[src/rtl/rect_matrix_mult_if.sv]
// Request/response bundle between the matrix multiplier and its register file / controller.
// master = controller + register-file side, slave = rect_matrix_mult.
interface rect_matrix_mult_if #(
   parameter int CELL_WIDTH = 8,
   parameter int ADDR_WIDTH = 8,
   parameter int DATA_WIDTH = 32
);
   logic                  in_ready;
   logic                  in_mode;
   logic [DATA_WIDTH-1:0] in_data;
   logic                  in_data_ready;
   logic                  out_ack;
   logic [ADDR_WIDTH-1:0] out_reg_address;
   logic [1:0]            out_type;
   logic [1:0]            out_matrix;
   logic                  out_read_en;
   logic                  out_write_en;
   logic [CELL_WIDTH-1:0] out_cell_c;
   logic                  out_busy;
   logic                  out_ready;

   modport master (
      output in_ready, in_mode, in_data, in_data_ready, out_ack,
      input  out_reg_address, out_type, out_matrix, out_read_en, out_write_en,
             out_cell_c, out_busy, out_ready
   );

   modport slave (
      input  in_ready, in_mode, in_data, in_data_ready, out_ack,
      output out_reg_address, out_type, out_matrix, out_read_en, out_write_en,
             out_cell_c, out_busy, out_ready
   );
endinterface

[src/rtl/rect_matrix_mult.sv]
// C = A*B (mode 0) or C = C + A*B (mode 1): reads a row of A, columns of B and optionally C cells, one MAC per cycle, one write per C cell.
// Define MATMUL_SATURATE_EN to clamp results to 2^CELL_WIDTH-1; otherwise results wrap to CELL_WIDTH bits.
module rect_matrix_mult #(
   parameter int ROWS_A     = 4,
   parameter int INNER      = 4,
   parameter int COLS_B     = 4,
   parameter int CELL_WIDTH = 8,
   parameter int ADDR_WIDTH = 8,
   parameter int DATA_WIDTH = INNER * CELL_WIDTH
) (
   input  logic                    in_clk,
   input  logic                    in_reset,
   rect_matrix_mult_if.slave       bus
);

   localparam int ACC_W = 2 * CELL_WIDTH + $clog2(INNER) + 1;
   localparam int IW    = (ROWS_A > 1) ? $clog2(ROWS_A) : 1;
   localparam int JW    = (COLS_B > 1) ? $clog2(COLS_B) : 1;
   localparam int KW    = (INNER  > 1) ? $clog2(INNER)  : 1;

   typedef enum logic [2:0] {IDLE, TAKEA, TAKEB, TAKEC, MAC, WRITE, DONE} state_t;

   state_t                state_q, state_d;
   logic                  mode_q, mode_d;
   logic [IW-1:0]         i_q, i_d;
   logic [JW-1:0]         j_q, j_d;
   logic [KW-1:0]         k_q, k_d;
   logic [DATA_WIDTH-1:0] row_q, row_d;
   logic [DATA_WIDTH-1:0] col_q, col_d;
   logic [ACC_W-1:0]      acc_q, acc_d;

   logic [CELL_WIDTH-1:0]   cell_a, cell_b, result;
   logic [2*CELL_WIDTH-1:0] prod;
   logic [ADDR_WIDTH-1:0]   addr_a, addr_b, addr_c;

   logic [ADDR_WIDTH-1:0] reg_address;
   logic [1:0]            typ, matrix;
   logic                  read_en, write_en, busy, ready;
   logic [CELL_WIDTH-1:0] cell_c;

   assign cell_a = row_q[int'(k_q) * CELL_WIDTH +: CELL_WIDTH];
   assign cell_b = col_q[int'(k_q) * CELL_WIDTH +: CELL_WIDTH];
   assign prod   = {{CELL_WIDTH{1'b0}}, cell_a} * {{CELL_WIDTH{1'b0}}, cell_b};

   assign addr_a = ADDR_WIDTH'(int'(i_q) * INNER);
   assign addr_b = ADDR_WIDTH'(int'(j_q));
   assign addr_c = ADDR_WIDTH'(int'(i_q) * COLS_B + int'(j_q));

`ifdef MATMUL_SATURATE_EN
   localparam logic [ACC_W-1:0] CELL_MAX = {{(ACC_W-CELL_WIDTH){1'b0}}, {CELL_WIDTH{1'b1}}};
   assign result = (acc_q > CELL_MAX) ? {CELL_WIDTH{1'b1}} : acc_q[CELL_WIDTH-1:0];
`else
   assign result = acc_q[CELL_WIDTH-1:0];
`endif

   always_ff @(posedge in_clk or negedge in_reset) begin
      if (!in_reset) begin
         state_q <= IDLE;
         mode_q  <= 1'b0;
         i_q     <= '0;
         j_q     <= '0;
         k_q     <= '0;
         row_q   <= '0;
         col_q   <= '0;
         acc_q   <= '0;
      end else begin
         state_q <= state_d;
         mode_q  <= mode_d;
         i_q     <= i_d;
         j_q     <= j_d;
         k_q     <= k_d;
         row_q   <= row_d;
         col_q   <= col_d;
         acc_q   <= acc_d;
      end
   end

   always_comb begin
      state_d     = state_q;
      mode_d      = mode_q;
      i_d         = i_q;
      j_d         = j_q;
      k_d         = k_q;
      row_d       = row_q;
      col_d       = col_q;
      acc_d       = acc_q;
      reg_address = '0;
      typ         = 2'b00;
      matrix      = 2'b00;
      read_en     = 1'b0;
      write_en    = 1'b0;
      busy        = 1'b0;
      ready       = 1'b0;
      cell_c      = '0;
      case (state_q)
         IDLE: begin
            if (bus.in_ready) begin
               mode_d  = bus.in_mode;
               i_d     = '0;
               j_d     = '0;
               state_d = TAKEA;
            end
         end
         TAKEA: begin
            busy        = 1'b1;
            read_en     = 1'b1;
            typ         = 2'b01;
            reg_address = addr_a;
            if (bus.in_data_ready) begin
               row_d   = bus.in_data;
               state_d = TAKEB;
            end
         end
         TAKEB: begin
            busy        = 1'b1;
            read_en     = 1'b1;
            matrix      = 2'b01;
            typ         = 2'b10;
            reg_address = addr_b;
            if (bus.in_data_ready) begin
               col_d   = bus.in_data;
               k_d     = '0;
               acc_d   = '0;
               state_d = mode_q ? TAKEC : MAC;
            end
         end
         TAKEC: begin
            busy        = 1'b1;
            read_en     = 1'b1;
            matrix      = 2'b10;
            reg_address = addr_c;
            if (bus.in_data_ready) begin
               acc_d   = ACC_W'(bus.in_data[CELL_WIDTH-1:0]);
               state_d = MAC;
            end
         end
         MAC: begin
            busy  = 1'b1;
            acc_d = acc_q + ACC_W'(prod);
            k_d   = k_q + 1'b1;
            if (k_q == KW'(INNER - 1)) state_d = WRITE;
         end
         WRITE: begin
            busy        = 1'b1;
            write_en    = 1'b1;
            matrix      = 2'b10;
            reg_address = addr_c;
            cell_c      = result;
            // Moving along a row keeps the captured A row; only a new row re-reads A.
            if (j_q != JW'(COLS_B - 1)) begin
               j_d     = j_q + 1'b1;
               state_d = TAKEB;
            end else if (i_q != IW'(ROWS_A - 1)) begin
               i_d     = i_q + 1'b1;
               j_d     = '0;
               state_d = TAKEA;
            end else begin
               state_d = DONE;
            end
         end
         DONE: begin
            ready = 1'b1;
            if (bus.out_ack) state_d = IDLE;
         end
         default: state_d = IDLE;
      endcase
   end

   assign bus.out_reg_address = reg_address;
   assign bus.out_type        = typ;
   assign bus.out_matrix      = matrix;
   assign bus.out_read_en     = read_en;
   assign bus.out_write_en    = write_en;
   assign bus.out_cell_c      = cell_c;
   assign bus.out_busy        = busy;
   assign bus.out_ready       = ready;

endmodule
[src/flat_wrapper.sv]
// flat-port wrapper written by rule: the top's interface ports become plain ports
module rect_matrix_mult_flat 
#(
   parameter int ROWS_A     = 4,
   parameter int INNER      = 4,
   parameter int COLS_B     = 4,
   parameter int CELL_WIDTH = 8,
   parameter int ADDR_WIDTH = 8,
   parameter int DATA_WIDTH = INNER * CELL_WIDTH
)
  (in_clk, in_reset, bus_in_ready, bus_in_mode, bus_in_data, bus_in_data_ready, bus_out_ack, bus_out_reg_address, bus_out_type, bus_out_matrix, bus_out_read_en, bus_out_write_en, bus_out_cell_c, bus_out_busy, bus_out_ready);
  rect_matrix_mult_if #(.CELL_WIDTH(CELL_WIDTH), .ADDR_WIDTH(ADDR_WIDTH), .DATA_WIDTH(DATA_WIDTH)) bus_i ();
  input  logic in_clk;
  input  logic in_reset;
  input wire logic [$bits(bus_i.in_ready)-1:0] bus_in_ready;
  input wire logic [$bits(bus_i.in_mode)-1:0] bus_in_mode;
  input wire logic [$bits(bus_i.in_data)-1:0] bus_in_data;
  input wire logic [$bits(bus_i.in_data_ready)-1:0] bus_in_data_ready;
  input wire logic [$bits(bus_i.out_ack)-1:0] bus_out_ack;
  output wire logic [$bits(bus_i.out_reg_address)-1:0] bus_out_reg_address;
  output wire logic [$bits(bus_i.out_type)-1:0] bus_out_type;
  output wire logic [$bits(bus_i.out_matrix)-1:0] bus_out_matrix;
  output wire logic [$bits(bus_i.out_read_en)-1:0] bus_out_read_en;
  output wire logic [$bits(bus_i.out_write_en)-1:0] bus_out_write_en;
  output wire logic [$bits(bus_i.out_cell_c)-1:0] bus_out_cell_c;
  output wire logic [$bits(bus_i.out_busy)-1:0] bus_out_busy;
  output wire logic [$bits(bus_i.out_ready)-1:0] bus_out_ready;
  assign bus_i.in_ready = bus_in_ready;
  assign bus_i.in_mode = bus_in_mode;
  assign bus_i.in_data = bus_in_data;
  assign bus_i.in_data_ready = bus_in_data_ready;
  assign bus_i.out_ack = bus_out_ack;
  assign bus_out_reg_address = bus_i.out_reg_address;
  assign bus_out_type = bus_i.out_type;
  assign bus_out_matrix = bus_i.out_matrix;
  assign bus_out_read_en = bus_i.out_read_en;
  assign bus_out_write_en = bus_i.out_write_en;
  assign bus_out_cell_c = bus_i.out_cell_c;
  assign bus_out_busy = bus_i.out_busy;
  assign bus_out_ready = bus_i.out_ready;
  rect_matrix_mult #(.ROWS_A(ROWS_A), .INNER(INNER), .COLS_B(COLS_B), .CELL_WIDTH(CELL_WIDTH), .ADDR_WIDTH(ADDR_WIDTH), .DATA_WIDTH(DATA_WIDTH)) u_core (.in_clk(in_clk), .in_reset(in_reset), .bus(bus_i));
endmodule
[config.mk]
export PLATFORM = sky130hd
export DESIGN_NAME = rect_matrix_mult_flat
export DESIGN_NICKNAME = d
export VERILOG_FILES = /design/src/rtl/rect_matrix_mult_if.sv /design/src/rtl/rect_matrix_mult.sv /design/src/flat_wrapper.sv
export SDC_FILE = /design/constraint.sdc
export NUM_CORES = 1
export LEC_CHECK = 0
export BUFFER_PORTS_ARGS = -buffer_cell sky130_fd_sc_hd__buf_2
export CORE_ASPECT_RATIO = 0.7
export CORE_MARGIN = 5
export CORE_UTILIZATION = 50
export CTS_CLUSTER_SIZE = 16
export DETAILED_ROUTE_END_ITERATION = 16
export PLACE_DENSITY = 0.73
export SLEW_MARGIN = 20
export SYNTH_ARGS = -nofsm -noshare
export SYNTH_HDL_FRONTEND = slang
export SYNTH_SLANG_ARGS = --single-unit
[constraint.sdc]
create_clock -name in_clk -period 5.4 [get_ports in_clk]
set_input_delay 0.81 -clock in_clk [delete_from_list [all_inputs] [get_ports in_clk]]
set_output_delay 0.81 -clock in_clk [all_outputs]
set_load 0.005 [all_outputs]
==> run metrics, run 1 <==
Top delay family on crit path adder cells; Hold WC Path Type flop to flop; r2r worst-path depth 17; CP max-delay cell mux4_2; mux share of post-synthesis cell area 0.229; die area 11900 µm²; Synth cell types 41; Setup TNS 0 ps; RePlAce Congestion 0.879; top cells by area, synth dfrtp_1 (42%), mux2_2 (15%), fa_1 (7.4%); Synth top area share 0.420; largest net degree at the start of global routing 83; routed wire length 10800 µm; Post-Synth XOR/XNOR Area 0.0351; total grt overflow 0; fin crit period 5070 ps; syn avg cell area 11.9 µm²; clk buf depth 2; synthesis-to-finish area growth 13.8%; crit-path cells buf_4, mux4_2, and2_1, fa_1, ha_1, ha_1, inv_1, fa_1, inv_1, ha_1, fa_1, a21o_1, a21oi_1, xor2_1, xnor2_1, xnor3_1, o21ai_1; clk sinks 82; Post-DP Area 5280 µm²; vias in the first global route 3373; kind of critical path flop to flop; Synth top cells by count dfrtp_1 (82), mux2_2 (65), nand2_1 (49), inv_1 (41), ha_1 (20); Die Y 92.7 µm; wire length of the first global-routing pass 17900 µm; remaining antenna violation count after routing 0; initial antenna violation count 0; Cells after DPL 585; endpoint class of the critical path flop; Max stage delay on crit path 590 ps; WP data arrival 5330 ps; Synth Area in Compound Gates 0.0451; CTS buffer count 9; Reg-to-Reg Start u_core.k_q[0]; port bufs 57; Synth area leader dfrtp_1; router iterations before antenna repair 4; DRC 0; WP depth 17; count leader, synth dfrtp_1; GRT Total Usage 0.196; fin crit share 0.938; # rows 30; Syn. warnings 0; crit path to u_core.acc_q[7]; Initial DRC Count 179; Initial Util 0.508; Max Clk Rate 0.197 GHz; flops & latches, synth 82; num ports 62; routed len/inst 18.0 µm; Slew @ Worst Pin 748 ps; H-tree levels 3; max_slew headroom 0.501; Slew Viols, Final 0; post-CTS sizing 0; Final Instance Area 5560 µm²; via count 3223; ys async rst share 1.00; Seq/Total Area, Yosys 0.420; worst skew pair latency 340 ps; Synth Flop Type dfrtp_1; Synth Area in Adders 0.125; Final Hold Vio Count 0; chip width 128 µm; status completed; CORE AREA 9610 µm²; Post-CTS Setup Bufs 0; RSZ-0062 raised after global routing no; Final Setup Violations 0; Mapped Cells 412; CP bufs+invs 3; vias per cell 5.36; CP Data Required Time 5660 ps; number of diodes 0; Nets 544; CTS tree built; critical path startpoint category flop; Final Skew 4.75 ps; share of layout cells above drive strength 1 0.340; worst setup path startpoint u_core.k_q[0]; # hold bufs at CTS 0; max cap viols 0; R2R Path End u_core.acc_q[7]; largest family of logic cells by synthesized area multiplexers; CTS root buf clkbuf_16; area occupied by multi-input gates 2580 µm²; post-DP HPWL 8200 µm; Netlist Area Pre-Place 4880 µm²; clock transition at the registers of the reported paths 60 ps; FILL cells 858; Layout Cells excl Fill 601; Simple-Gate Fraction of Synth Area 0.0891; R2R Setup Slk 330 ps; Max Fanout on Critical Path 10; Post-synth EDFFs 0; register area 2050 µm²
## worst min-delay path by stage
stage | from | endpoint | cells past startpoint
after global routing | u_core.col_q[28] | u_core.col_q[28] | 1
after global placement | u_core.col_q[1] | u_core.col_q[1] | 1
after CTS | u_core.col_q[6] | u_core.col_q[6] | 1
final | u_core.col_q[9] | u_core.col_q[9] | 1
after detailed placement | u_core.acc_q[1] | u_core.acc_q[1] | 2
after floorplan | u_core.acc_q[1] | u_core.acc_q[1] | 2
## cell families (layout without fill, tap and decap cells)
logic type | count (synthesis) | after routing
adders and majority gates | 38 | 38
other | 1 | 4
DFF | 82 | 82
buffers and inverters | 62 | 120
muxes | 82 | 82
AOI/OAI and AO/OA | 34 | 34
xor gates and xnor gates | 18 | 18
and+or+nand+nor | 95 | 95
## cell usage in the layout, fill, tap and decap left out, types with 4 or more instances in the layout
master,count
a21oi_1,7
nand2_1,49
buf_2,56
inv_1,41
mux4_1,4
and2_1,17
conb_1,4
buf_4,6
dfrtp_1,82
xnor2_1,14
mux2_2,65
ha_1,20
fa_1,18
a22oi_1,7
mux4_2,12
nor2_1,14
o21ai_0,9
clkbuf_16,9
## per-stage QoR
stage	utilization	hold WS, ps	setup WS (ps)
floorplan	-	469	650
global route	0.579	518	102
global placement	0.549	482	502
detailed placement	0.549	491	320
CTS	0.578	506	304
finish	0.579	503	335
## final cells by class
type                       instances  area share
sequential                        82       0.369
clock inverter                     7     0.00968
timing repair buffer              63      0.0605
clock buffer                       9      0.0405
tap                              128      0.0288
inverter                          41      0.0277
multi-input combinational        271       0.464
## sequential cells by signal (all words and copies together) (netlist names)
register,count
u_core.i_q,2
u_core.col_q,32
u_core.acc_q,8
u_core.j_q,2
u_core.k_q,2
u_core.row_q,32
u_core.mode_q,1
u_core.state_q,3
## routing by layer
| metal | GRT usage | wire length [µm] | vias to the layer above |
|---|---|---|---|
| li1 | - | - | 1504 |
| met3 | 0.0651 | 711 | 11 |
| met4 | 0.0451 | 104 | 0 |
| met1 | 0.285 | 5170 | 1626 |
| met5 | 0 | 0 | - |
| met2 | 0.286 | 4820 | 82 |
Power of run 1 is left out: the tool's default activity adds up to more than one toggle a clock period on the data nets, which glitch-free logic cannot reach.
==> run 2: changes to the inputs <==
--- a/config.mk
+++ b/config.mk
@@ -5,6 +5,7 @@
 export SDC_FILE = /design/constraint.sdc
 export NUM_CORES = 1
 export LEC_CHECK = 0
+export ABC_AREA = 1
 export BUFFER_PORTS_ARGS = -buffer_cell sky130_fd_sc_hd__buf_2
 export CORE_ASPECT_RATIO = 0.7
 export CORE_MARGIN = 5
==> run 2 against run 1 <==
Compared with the run above:
- non-clock buffer count shrank 2
- maximum frequency grew 1.6%
- largest cell class unchanged
- critical path type unchanged
- count of clock-buffer cells in the layout grew 1
- synthesized cell count grew 78%
- die area grew 10%
- critical path depth grew 11
==> run metrics, run 2 <==
Synth cell types 38 (-7.3%); worst skew pair latency 340 ps (about the same); Nets 851 (+56%); commonest non-fill, non-tap cell in the layout nand2_1; CTS buffer count 9 (unchanged); Max Fanout on Critical Path 24 (+14); Final Skew 5.42 ps (+0.664 ps); initial antenna violation count 0 (unchanged); fin crit period 4990 ps (-79.9 ps); die area 13100 µm² (+10%); routed wire length 13800 µm (+27%); FILL cells 980 (+14%); flops & latches, synth 82 (unchanged); count leader, synth nand2_1; kind of critical path flop to flop; WP data arrival 5220 ps (-110 ps); routed len/inst 15.1 µm (-16%); Max stage delay on crit path 540 ps (-50 ps); CTS root buf clkbuf_16; register area 2050 µm² (unchanged); clk buf depth 2 (unchanged); clk sinks 82 (unchanged); Final Setup Violations 0 (unchanged); Synth Flop Type dfrtp_1; clock transition at the registers of the reported paths 70 ps (about the same); max_slew headroom 0.498 (-0.00341); Mapped Cells 732 (+78%); setup ws final 415 ps (+79.9 ps); vias per cell 5.10 (-4.9%); total grt overflow 0 (unchanged); post-CTS sizing 0 (unchanged); Post-DP Area 5720 µm² (+8.3%); CORE AREA 10500 µm² (+9.0%); CP max-delay cell fa_1; GRT Total Usage 0.222 (+0.0254); Slew @ Worst Pin 753 ps (+5.12 ps); remaining antenna violation count after routing 0 (unchanged); RePlAce Congestion 0.932 (+6.1%); critical path startpoint category flop; share of layout cells above drive strength 1 0.150 (-0.190); fin crit share 0.923 (-0.0148); Final Hold Vio Count 0 (unchanged); Hold Slack 483 ps (-19.6 ps); status completed; post-DP HPWL 10500 µm (+28%); CP most frequent cell nand2_1; top cells by area, synth dfrtp_1 (38%), nand2_1 (15%), inv_1 (8.9%); chip width 135 µm (+5.0%); DRC 0 (unchanged); # rows 31 (+3.3%); port bufs 57 (unchanged); Hold WC Path Type flop to flop; Synth area leader dfrtp_1; most frequent cells in the layout nand2_1 (209), inv_1 (129), dfrtp_1 (82); Final Instance Area 6060 µm² (+9.1%); largest net degree at the start of global routing 83 (unchanged); CTS tree built; via count 4651 (+44%); number of diodes 0 (unchanged); synthesis-to-finish area growth 11.7%; largest registers u_core.col_q x32, u_core.row_q x32, u_core.acc_q x8; Die Y 97.2 µm (+4.8%); H-tree levels 3 (unchanged); endpoint class of the critical path flop; Syn. warnings 0 (unchanged); Seq/Total Area, Yosys 0.378 (-0.0421); Netlist Area Pre-Place 5430 µm² (+11%); Synth top cells by count nand2_1 (211), inv_1 (129), dfrtp_1 (82), o21ai_0 (73), nor2_1 (44); syn avg cell area 7.42 µm² (-37%); CP Data Required Time 5630 ps (-30 ps); router iterations before antenna repair 5 (+1); area occupied by multi-input gates 2670 µm² (+3.5%); Initial DRC Count 380 (+110%); RSZ-0062 raised after global routing no; Max Clk Rate 0.201 GHz (+1.6%); Post-CTS Setup Bufs 0 (unchanged); Setup TNS 0 ps (unchanged); max cap viols 0 (unchanged); # hold bufs at CTS 0 (unchanged); vias in the first global route 4571 (+36%); ys async rst share 1.00 (unchanged); post-place setup slack 467 ps (+147 ps); Slew Viols, Final 0 (unchanged); Post-synth EDFFs 0 (unchanged); Initial Util 0.518 (+0.0101); num ports 62 (unchanged); wire length of the first global-routing pass 23300 µm (+30%); Synth top area share 0.378 (-0.0421)
[run 2: cell count changes in the layout (fill, tap and decap cells not counted), sizes merged, moves of 7 or more]
cell and change:
xnor2 -13, a22oi -7, mux2 -64, nor2 +32, nand2 +181, and2 -17, nand3 +44, mux4 -16
o21ai +73, inv +96
[run 2: critical path, delay by kind of cell (launching register included)]
kind / cells / cell delay, ps
flip-flops: 1 / 440
adder cells (fa/ha/maj): 5 / 2350
AO/OA/AOI/OAI: 1 / 210
buffers and inverters: 7 / 690
AND/OR/NAND/NOR: 15 / 1160
[run 2: through the flow]
step	utilization	std cells
after detailed placement	0.546	896
final	0.579	912
after global routing	0.579	912
after CTS	0.578	912
after floorplan	-	735
after global placement	0.546	896
[run 2: area by class of cell]
cell class / count / share of cell area
clock buffers: 10 / 0.0394
clock inverters: 6 / 0.0159
inverters: 137 / 0.0860
multi-input cells: 484 / 0.440
flip-flops and latches: 82 / 0.338
well taps: 132 / 0.0272
repair buffers: 61 / 0.0530
[run 2: routing by layer]
| metal | share of wire | vias to the layer above | GRT usage | wire length [µm] |
|---|---|---|---|---|
| met2 | 0.43 | 122 | 0.325 | 5960 |
| met4 | 0.0091 | 0 | 0.0391 | 125 |
| met1 | 0.49 | 2202 | 0.332 | 6810 |
| met5 | 0 | - | 0 | 0 |
| met3 | 0.064 | 12 | 0.0595 | 880 |
| li1 | - | 2315 | - | - |
[run 2: cell families (layout without fill, tap and decap cells)]
group | Yosys count | in the layout | share of synthesized area
adders and majority gates | 38 | 38 | 0.112
other | 1 | 4 | 0.000691
AOI/OAI and AO/OA | 99 | 99 | 0.0961
xor gates and xnor gates | 4 | 4 | 0.00645
and+or+nand+nor | 338 | 338 | 0.269
muxes | 1 | 1 | 0.00207
DFF | 82 | 82 | 0.378
buffers and inverters | 169 | 214 | 0.135
[run 2: final timing paths]
path / start / end / slack, ps / depth (start not counted)
setup / recovery: u_core.k_q[0] / u_core.acc_q[7] / 410 / 28
hold / removal: u_core.row_q[13] / u_core.row_q[13] / 480 / 2
min in group asynchronous: in_reset / u_core.row_q[11] / 490 / 1
max in group asynchronous: in_reset / u_core.col_q[23] / 4370 / 1
setup reg to reg: u_core.k_q[0] / u_core.acc_q[7] / 410 / 28
hold reg to reg: u_core.row_q[13] / u_core.row_q[13] / 480 / 2
Power of run 2 is left out for the same reason.
